===== src/rtl/golay24_dec_cand_select_pkg.sv =====
// Shared types and constants for the Golay(24,12) candidate-selection stage.
// The metric width grows from the per-bit LLR width by the bits needed to sum 24 magnitudes.
package golay24_dec_cand_select_pkg;

    localparam int cDAT_W         = 24;
    localparam int cMETRIC_GROWTH = 5;
    localparam int cERR_W         = 5;

    typedef logic [cDAT_W-1:0] dat_t;

    typedef enum logic [0:0] {
        ST_IDLE = 1'b0,
        ST_ACC  = 1'b1
    } cand_state_t;

    // Bit count of a 24-bit word; result fits in 5 bits (0..24).
    function automatic logic [cERR_W-1:0] popcnt24(input dat_t dat);
        logic [cERR_W-1:0] sum;
        sum = 5'd0;
        for (int i = 0; i < cDAT_W; i++) begin
            sum = sum + {4'd0, dat[i]};
        end
        return sum;
    endfunction

endpackage


===== src/rtl/golay24_dec_popcnt24.sv =====
// Registered 24-bit population count; shared with the metric calculator.
module golay24_dec_popcnt24
    import golay24_dec_cand_select_pkg::*;
(
    input  logic              iclk,
    input  logic              ireset,
    input  logic              iclkena,
    input  dat_t              idat,
    output logic [cERR_W-1:0] ocnt
);

    // Count register.
    always_ff @(posedge iclk) begin
        if (ireset) begin
            ocnt <= 5'd0;
        end else if (iclkena) begin
            ocnt <= popcnt24(idat);
        end
    end

endmodule


===== src/rtl/golay24_dec_cand_select.sv =====
// Picks the minimum-metric candidate of each frame and emits the decoded word
// with its metric, bit-error count against the channel decision and a decode-fail flag.
module golay24_dec_cand_select
    import golay24_dec_cand_select_pkg::*;
#(
    parameter int pLLR_W   = 4,
    parameter int pTAG_W   = 4,
    parameter int pIDX_NUM = 4
)
(
    input  logic                             iclk,
    input  logic                             ireset,
    input  logic                             iclkena,
    input  logic                             isop,
    input  logic                             ival,
    input  logic                             ieop,
    input  logic [pTAG_W-1:0]                itag,
    input  dat_t                             ich_hd,
    input  logic [pLLR_W+cMETRIC_GROWTH-1:0] ich_metric,
    input  dat_t                             icand_dat,
    input  logic [pLLR_W+cMETRIC_GROWTH-1:0] icand_metric,
    output logic                             oval,
    output logic [pTAG_W-1:0]                otag,
    output dat_t                             odat,
    output logic [pLLR_W+cMETRIC_GROWTH-1:0] ometric,
    output logic [cERR_W-1:0]                oerr,
    output logic                             odecfail
);

    localparam int cMETRIC_W = pLLR_W + cMETRIC_GROWTH;
    typedef logic [cMETRIC_W-1:0] metric_t;
    typedef logic [pTAG_W-1:0]    tag_t;
    typedef logic [pIDX_NUM:0]    cnt_t;

    localparam metric_t cMETRIC_FAIL = '1;
    localparam cnt_t    cCNT_ONE     = {{pIDX_NUM{1'b0}}, 1'b1};
    localparam cnt_t    cCNT_MAX     = {1'b1, {pIDX_NUM{1'b0}}};

    cand_state_t state_r, state_nxt_s;
    logic        start_s, acc_s, close_s, take_s;
    metric_t     fin_metric_s;
    dat_t        fin_dat_s;

    metric_t best_metric_r, chm_r;
    dat_t    best_dat_r, hd_r;
    tag_t    tag_r;
    cnt_t    cnt_r;

    logic    s1_val_r;
    metric_t s1_metric_r, s1_chm_r;
    dat_t    s1_dat_r, s1_hd_r;
    tag_t    s1_tag_r;
    logic    s1_fail_s;
    dat_t    s1_xor_s;

    // State register.
    always_ff @(posedge iclk) begin
        if (ireset) begin
            state_r <= ST_IDLE;
        end else if (iclkena) begin
            state_r <= state_nxt_s;
        end
    end

    // Next-state logic: isop restarts from any state, a closing beat returns to idle.
    always_comb begin
        state_nxt_s = state_r;
        case (state_r)
            ST_IDLE: begin
                if (ival && isop && !ieop) begin
                    state_nxt_s = ST_ACC;
                end else begin
                    state_nxt_s = ST_IDLE;
                end
            end
            ST_ACC: begin
                if (ival && ieop) begin
                    state_nxt_s = ST_IDLE;
                end else begin
                    state_nxt_s = ST_ACC;
                end
            end
            default: state_nxt_s = ST_IDLE;
        endcase
    end

    // Beat decode and running-minimum selection; ties keep the earlier candidate.
    always_comb begin
        start_s = ival && isop;
        acc_s   = ival && !isop && (state_r == ST_ACC);
        close_s = ival && ieop && (isop || (state_r == ST_ACC));
        if (start_s) begin
            take_s = 1'b1;
        end else if (acc_s) begin
            take_s = (icand_metric < best_metric_r);
        end else begin
            take_s = 1'b0;
        end
        if (take_s) begin
            fin_metric_s = icand_metric;
            fin_dat_s    = icand_dat;
        end else begin
            fin_metric_s = best_metric_r;
            fin_dat_s    = best_dat_r;
        end
    end

    // Frame accumulator.
    always_ff @(posedge iclk) begin
        if (ireset) begin
            best_metric_r <= '0;
            best_dat_r    <= '0;
            tag_r         <= '0;
            hd_r          <= '0;
            chm_r         <= '0;
            cnt_r         <= '0;
        end else if (iclkena) begin
            best_metric_r <= fin_metric_s;
            best_dat_r    <= fin_dat_s;
            if (start_s) begin
                tag_r <= itag;
                hd_r  <= ich_hd;
                chm_r <= ich_metric;
                cnt_r <= cCNT_ONE;
            end else if (acc_s && (cnt_r != cCNT_MAX)) begin
                cnt_r <= cnt_r + cCNT_ONE;
            end
        end
    end

    // Stage 1: capture the closed frame; a single-beat frame takes its fields straight from the inputs.
    always_ff @(posedge iclk) begin
        if (ireset) begin
            s1_val_r    <= 1'b0;
            s1_metric_r <= '0;
            s1_dat_r    <= '0;
            s1_tag_r    <= '0;
            s1_hd_r     <= '0;
            s1_chm_r    <= '0;
        end else if (iclkena) begin
            s1_val_r <= close_s;
            if (close_s) begin
                s1_metric_r <= fin_metric_s;
                s1_dat_r    <= fin_dat_s;
                s1_tag_r    <= start_s ? itag       : tag_r;
                s1_hd_r     <= start_s ? ich_hd     : hd_r;
                s1_chm_r    <= start_s ? ich_metric : chm_r;
            end
        end
    end

    // A failed frame passes the channel decision through, so its error count must be zero.
    always_comb begin
        s1_fail_s = (s1_metric_r == cMETRIC_FAIL);
        if (s1_fail_s) begin
            s1_xor_s = '0;
        end else begin
            s1_xor_s = s1_dat_r ^ s1_hd_r;
        end
    end

    golay24_dec_popcnt24 u_popcnt (
        .iclk    (iclk),
        .ireset  (ireset),
        .iclkena (iclkena),
        .idat    (s1_xor_s),
        .ocnt    (oerr)
    );

    // Stage 2: output registers.
    always_ff @(posedge iclk) begin
        if (ireset) begin
            oval     <= 1'b0;
            otag     <= '0;
            odat     <= '0;
            ometric  <= '0;
            odecfail <= 1'b0;
        end else if (iclkena) begin
            oval <= s1_val_r;
            if (s1_val_r) begin
                otag     <= s1_tag_r;
                odat     <= s1_fail_s ? s1_hd_r  : s1_dat_r;
                ometric  <= s1_fail_s ? s1_chm_r : s1_metric_r;
                odecfail <= s1_fail_s;
            end
        end
    end

endmodule


===== config.mk =====
export PLATFORM = sky130hd
export DESIGN_NAME = golay24_dec_cand_select
export DESIGN_NICKNAME = d
export VERILOG_FILES = /design/src/rtl/golay24_dec_cand_select_pkg.sv /design/src/rtl/golay24_dec_popcnt24.sv /design/src/rtl/golay24_dec_cand_select.sv
export SDC_FILE = /design/constraint.sdc
export NUM_CORES = 1
export LEC_CHECK = 0
export CORE_ASPECT_RATIO = 1.2
export CORE_UTILIZATION = 55
export CTS_CLUSTER_DIAMETER = 40
export DETAILED_ROUTE_END_ITERATION = 16
export GPL_ROUTABILITY_DRIVEN = 1
export PLACE_DENSITY = 0.78
export SETUP_SLACK_MARGIN = 0.4
export SYNTH_ARGS = -nofsm -noshare
export SYNTH_HDL_FRONTEND = slang
export SYNTH_SLANG_ARGS = --single-unit

===== constraint.sdc =====
create_clock -name iclk -period 6.4 [get_ports iclk]
set_input_delay 1.6 -clock iclk [delete_from_list [all_inputs] [get_ports iclk]]
set_output_delay 1.6 -clock iclk [all_outputs]
set_load 0.03 [all_outputs]

==> metrics.txt, run 1 <==
status complete, no violations; initial antenna violation count 0; vias in the first global route 6886; Ys Warns 0; Overflow after GRT 0; Worst Max-Slew Pin Slew 1.14 ns; Worst Setup Start Kind flip-flop; Cells after Synth around 1100; CTS sink cnt 186; number of synthesized register bits 186; post-DP HPWL 14400 um; peak fanout along the critical path 4; Pins Over Slew Limit 0; CORE AREA about 16000 sq um; Leak approximately 3.9 nW; Post-Syn Area 8960 sq um; Vias 7580; TritonRoute pass-1 iters 5; Root Driver clkbuf_16; DP Worst Slack around 0.96 ns; gr busiest metal met2; Inserted Clock Buffers 17; clk_skew 0.00981 ns; Slew headroom 0.239; Crit. End Element flip-flop; Power Total 0.00280 W; Peak VDD IR between 0.00015 and 0.0002 V; Routed Wire Length 22100 um; MaxCap Viol Count 0; met1 Use GR 0.377; Max Fclk 184 MHz; First DRT Iteration DRCs 584; Boundary Pins 120; CTS tree done; mux contribution to synthesized area 0.0402; xor/xnor share of the synthesized area 0.0254; post-CTS setup buffers 0; largest family of logic cells by synthesized area simple AND/OR/NAND/NOR gates; setup slack after layout a little under 1 ns; die area 16800 sq um; gpl congestion ~0.9; Post-CTS Resized 0; WP data required 6.67 ns; antenna diode count 0; nets@finish 1232; Sum Neg Setup Slack 0 ns; Vias/cell 5.64; hold slack 0.456 ns; Row Count 50; sequential share of the synthesized area 0.416; H-tree levels 4; clk_lat worst skew between 0.4 and 0.5 ns; starting density of the core 0.568; WS Path Type flip-flop to flip-flop; DIE WIDTH 118 um; Routed Antenna Nets 0; Final Hold Viols 0; GR Util met2 0.420; RSZ-0062 raised after global routing false; Layout Area Growth over Synthesis 20.4%; Total GRT Usage 0.267; CTS clk-pin slew, worst paths 0.07 ns; adder-cell share of the synthesized area 0.0589; Post-route DRC 0; Final Critical Period ~5.4 ns; synthesized area per cell 8.44 sq um; part of the cycle the worst path needs 0.850; Post-Synth Simple-Gate Area 0.242; arrival time worst endpoint 5.70 ns; synth unique cells 38; met3 Use GR 0.0454; post-synthesis compound-gate area fraction 0.164; Synthesized Nets 1169; Die Ht 142 um; hold buffers post-CTS 0; # fillers 1318; number of port buffers 119; CTS max path bufs 2; first-pass GRT wire length 35600 um; layout cells sized above 1 0.0756; largest net degree at the start of global routing 158; Final setup viols 0; Routed WL per cell 16.4 um; min-delay worst type flip-flop to flip-flop; PwrDens 260 nW/um^2
==> flip-flops by register name, summed over array words and instances (netlist names), 24 cells and up <==
signal	flops
best_dat_r	24
hd_r	24
odat	24
s1_dat_r	24
s1_hd_r	24
==> cell families after synthesis <==
| family | after synthesis |
|---|---|
| and+or+nand+nor | 497 |
| DFF | 186 |
| AOI/OAI and AO/OA | 169 |
| buffers and inverters | 115 |
| muxes | 36 |
| adders and majority gates | 32 |
| xor gates and xnor gates | 26 |
==> cell type report <==
type / instances / area, sq um / share of cell area
multi-input cells: 760 / 4780 / 0.444
clock buffers: 19 / 433 / 0.0402
well taps: 208 / 260 / 0.0241
flip-flops and latches: 186 / 3720 / 0.345
inverters: 25 / 93.8 / 0.00870
clock inverters: 13 / 184 / 0.0171
repair buffers: 134 / 1310 / 0.121
==> critical path: stages, from the launching register on <==
cell and delay, ns:
dfxtp_1 0.37, nand4_1 0.14, nor2_1 0.15, and2_1 0.21, nor2_1 0.07, ha_1 0.27, inv_1 0.07, fa_1 0.50
fa_1 0.52, fa_1 0.52, fa_1 0.56, inv_1 0.06, fa_1 0.50, fa_1 0.48, fa_1 0.43, a21o_1 0.20
a21oi_1 0.14, a211oi_1 0.08
==> cell usage after synthesis <==
cell type	count	area share
dfxtp_1	186	0.42
nand3_1	1	0.00056
or2_1	1	0.00070
nor3b_2	2	0.0028
a2111oi_1	3	0.0034
a311oi_1	65	0.064
nand4_2	1	0.0014
inv_1	25	0.010
buf_2	12	0.0067
o21ai_1	1	0.00056
o21ai_2	1	0.00098
xnor2_1	10	0.0098
nand2_1	238	0.10
mux2i_1	36	0.040
o2111a_1	1	0.0013
o21ai_0	1	0.00056
a211oi_4	1	0.0022
o311ai_0	1	0.00098
xor2_1	16	0.016
ha_1	15	0.021
buf_6	4	0.0050
a211oi_1	2	0.0017
buf_4	3	0.0025
nor2_1	147	0.062
clkbuf_1	62	0.026
o2111ai_1	2	0.0020
and2_1	3	0.0021
nor4_1	33	0.023
a2111oi_2	30	0.050
a21oi_1	53	0.030
o211ai_1	5	0.0042
and3_1	1	0.00070
buf_1	9	0.0038
a21o_1	2	0.0017
nand4_1	2	0.0014
a21boi_1	1	0.00084
fa_1	17	0.038
nand2b_1	68	0.047
==> metrics by stage <==
step	instances	area, sq um	utilization
final	1345	10800	0.684
after global placement	1313	10200	0.645
after global routing	1345	10800	0.684
after detailed placement	1313	10200	0.645
after CTS	1345	10800	0.684
after floorplan	1061	8960	-
==> cells in the final DEF, fill, tap and decap left out, types with 3 or more instances in the layout <==
| cell type | netlist | layout |
|---|---|---|
| dfxtp_1 | 186 | 186 |
| o211ai_1 | 5 | 5 |
| fa_1 | 17 | 17 |
| xor2_1 | 16 | 16 |
| nand2_1 | 238 | 238 |
| xnor2_1 | 10 | 10 |
| nand2b_1 | 68 | 68 |
| a2111oi_1 | 3 | 3 |
| nor2_1 | 147 | 147 |
| a2111oi_2 | 30 | 30 |
| a311oi_1 | 65 | 65 |
| a21oi_1 | 53 | 53 |
| ha_1 | 15 | 15 |
| buf_4 | 3 | 15 |
| mux2i_1 | 36 | 36 |
| inv_8 | 0 | 3 |
| clkbuf_16 | 0 | 17 |
| nor4_1 | 33 | 33 |
| clkdlybuf4s50_1 | 0 | 118 |
| inv_1 | 25 | 25 |
| inv_6 | 0 | 4 |
| bufinv_16 | 0 | 3 |
==> metal layers <==
| metal | routed length [um] | part of all wire |
|---|---|---|
| met4 | 314 | 0.014 |
| met2 | 10200 | 0.46 |
| met1 | 10200 | 0.46 |
| met5 | 0 | 0 |
| met3 | 1370 | 0.062 |
==> power breakdown <==
group          switching, W  total [W]  internal, W  leakage [nW]
Combinational      0.000256   0.000458     0.000202          2.07
Sequential        0.0000344    0.00123      0.00120          1.51
Clock              0.000478    0.00111     0.000629         0.299
==> final timing paths <==
| check | startpoint | endpoint | slack, ns | cells after the start |
|---|---|---|---|---|
| hold / removal | tag_r[2] | tag_r[2] | 0.46 | 2 |
| setup reg to reg | s1_metric_r[1] | u_popcnt.ocnt[4] | 0.96 | 17 |
| setup / recovery | s1_metric_r[1] | u_popcnt.ocnt[4] | 0.96 | 17 |
| hold reg to reg | tag_r[2] | tag_r[2] | 0.46 | 2 |
(Power assumes the default switching activity.)
==> run 2, diff against run 1 <==
Clock period 6.4 ns to 5.5 ns, I/O delays scaled along.
==> metrics.txt, run 2 (synthesis results as in run 1) <==
peak fanout along the critical path 4 (unchanged); most common cell after layout, fill and taps aside nand2_1 (unchanged); CP max stage delay 0.51 ns (was 0.56 ns); DIE WIDTH 118 um (unchanged); Routed Wire Length 21700 um (was 22100 um); PwrDens 295 nW/um^2 (was 260 nW/um^2); antenna diode count 0 (unchanged); # fillers 1297 (was 1318); nets@finish 1243 (was 1232); Vias 7568 (was 7580); Post-Layout Cell Count 1356 (was 1345); starting density of the core 0.568 (unchanged); Overflow after GRT 0 (unchanged); Routed Antenna Nets 0 (unchanged); number of port buffers 119 (unchanged); Die Ht 142 um (unchanged); Sum Neg Setup Slack 0 ns (unchanged); Boundary Pins 120 (unchanged); min-delay worst type flip-flop to flip-flop (unchanged); die area 16800 sq um (unchanged); Final Hold Viols 0 (unchanged); MaxCap Viol Count 0 (unchanged); sw frac 0.264 (was 0.274); hold slack 0.453 ns (was 0.456 ns); cell count after placement 1318 (was 1313); clk_lat worst skew 0.43 ns (was 0.44 ns); First DRT Iteration DRCs 535 (was 584); CTS clk-pin slew, worst paths 0.07 ns (about the same); Leak 3.92 nW (was 3.88 nW); Reg power frac 0.447 (was 0.441); CORE AREA 15800 sq um (unchanged); Post-route DRC 0 (unchanged); Layout Area Growth over Synthesis 21.6% (was 20.4%); Gate power share 0.166 (was 0.164); status complete, no violations (unchanged); Final Critical Period 4.98 ns (was 5.44 ns); P_sw 0.000851 W (was 0.000768 W); Routed WL per cell 16.0 um (was 16.4 um); P_int 0.00237 W (was 0.00203 W); FF/Latch Area 3730 sq um (was 3720 sq um); hold buffers post-CTS 0 (unchanged); gpl congestion 0.864 (was 0.894); vias in the first global route 7037 (was 6886); Final Cell Area 10900 sq um (was 10800 sq um); Top cell by count, worst path fa_1 (unchanged); first-pass GRT wire length 35400 um (was 35600 um); Worst Setup Start Kind flip-flop (unchanged); Total GRT Usage 0.265 (was 0.267); H-tree levels 4 (unchanged); Peak VDD IR 0.000227 V (was 0.000173 V); initial antenna violation count 0 (unchanged); leading cell types in the layout, fill and taps excluded 237 x nand2_1, 179 x dfxtp_1, 144 x nor2_1, 118 x clkdlybuf4s50_1, 68 x nand2b_1 (was 238 x nand2_1, 186 x dfxtp_1, 147 x nor2_1, 118 x clkdlybuf4s50_1, 68 x nand2b_1); largest net degree at the start of global routing 147 (was 158); Inserted Clock Buffers 17 (unchanged); layout cells sized above 1 0.100 (was 0.0756); Final setup viols 0 (unchanged); WP data required 5.80 ns (was 6.67 ns); placed instance area 10200 sq um (about the same); Slew headroom 0.311 (was 0.239); Max Fclk 201 MHz (was 184 MHz); Worst Max-Slew Pin Slew 1.03 ns (was 1.14 ns); clk_skew 0.00750 ns (was 0.00981 ns); TritonRoute pass-1 iters 5 (unchanged); Critical-path top delay cell fa_1 (unchanged); Power Total 0.00322 W (was 0.00280 W); Row Count 50 (unchanged); Pins Over Slew Limit 0 (unchanged); Clock Power Share 0.387 (was 0.395); CTS max path bufs 2 (unchanged); WS Path Type flip-flop to flip-flop (unchanged); Vias/cell 5.58 (was 5.64); arrival time worst endpoint 5.27 ns (was 5.70 ns); RSZ-0062 raised after global routing true (was false); Crit. End Element flip-flop (unchanged); part of the cycle the worst path needs 0.905 (was 0.850); post-DP HPWL 14600 um (was 14400 um); CTS tree done (unchanged); crit-path cells nand4_1, nor2_2, and2_4, nor2_2, ha_4, inv_2, fa_1, fa_1, fa_1, fa_1, inv_2, fa_1, fa_2, fa_2, a21o_1, a21oi_2, a211oi_2 (was nand4_1, nor2_1, and2_1, nor2_1, ha_1, inv_1, fa_1, fa_1, fa_1, fa_1, inv_1, fa_1, fa_1, fa_1, a21o_1, a21oi_1, a211oi_1); Root Driver clkbuf_16 (unchanged); footprint of the multi-input gates 4830 sq um (was 4780 sq um); CTS sink cnt 186 (unchanged)
[run 2: cell count changes in the layout (fill, tap and decap cells not counted), sizes merged]
cell | previous run | this run
inv | 32 | 27
clkinv | 2 | 5
clkbuf | 19 | 21
buf | 16 | 27
[run 2: power groups by stage]
stage	Combinational, W	Sequential, W	Clock (W)
floorplan	0.000344	0.00148	0
global placement	0.000507	0.00147	0
detailed placement	0.000526	0.00147	0
CTS	0.000527	0.00144	0.00126
global route	0.000605	0.00144	0.00132
finish	0.000533	0.00144	0.00125
[run 2: final cells by class]
cell class	count	area share
Multi-Input combinational cell	760	0.443
Sequential cell	186	0.343
Timing Repair Buffer	145	0.127
Clock buffer	21	0.0413
Tap cell	208	0.0239
Clock inverter	11	0.0132
Inverter	25	0.00861
[run 2: critical path, delay by kind of cell (launching register included)]
family                     cells  cell delay [ns]
adders and majority gates      8             3.45
AOI/OAI and AO/OA              3             0.40
and+or+nand+nor                4             0.56
DFF                            1             0.35
buffers and inverters          2             0.07
[run 2: stage by stage]
step / util / worst slack [ns]
floorplan: - / 0.454
global placement: 0.647 / 0.491
detailed placement: 0.647 / 0.406
CTS: 0.685 / 0.409
global route: 0.691 / 0.327
finish: 0.691 / 0.521
[run 2: path summary, 6_finish.rpt]
path,start,end,slack (ns),cells after the start
hold / removal,hd_r[11],hd_r[11],0.45,2
hold reg to reg,hd_r[11],hd_r[11],0.45,2
setup / recovery,s1_metric_r[0],u_popcnt.ocnt[4],0.52,17
setup reg to reg,s1_metric_r[0],u_popcnt.ocnt[4],0.52,17
[run 2: repair_timing]
item,CTS,global route
endpoints found under the setup margin,1,4
resized for setup,1,17
pin swaps,0,16
setup buffers,0,6
gates cloned,0,0
[run 2: layer usage]
layer,wire length [um],global-route usage,vias to the layer above
met4,316,0.0893,0
li1,-,-,3768
met2,10100,0.432,164
met1,10300,0.364,3615
met3,923,0.0350,21
met5,0,0,-
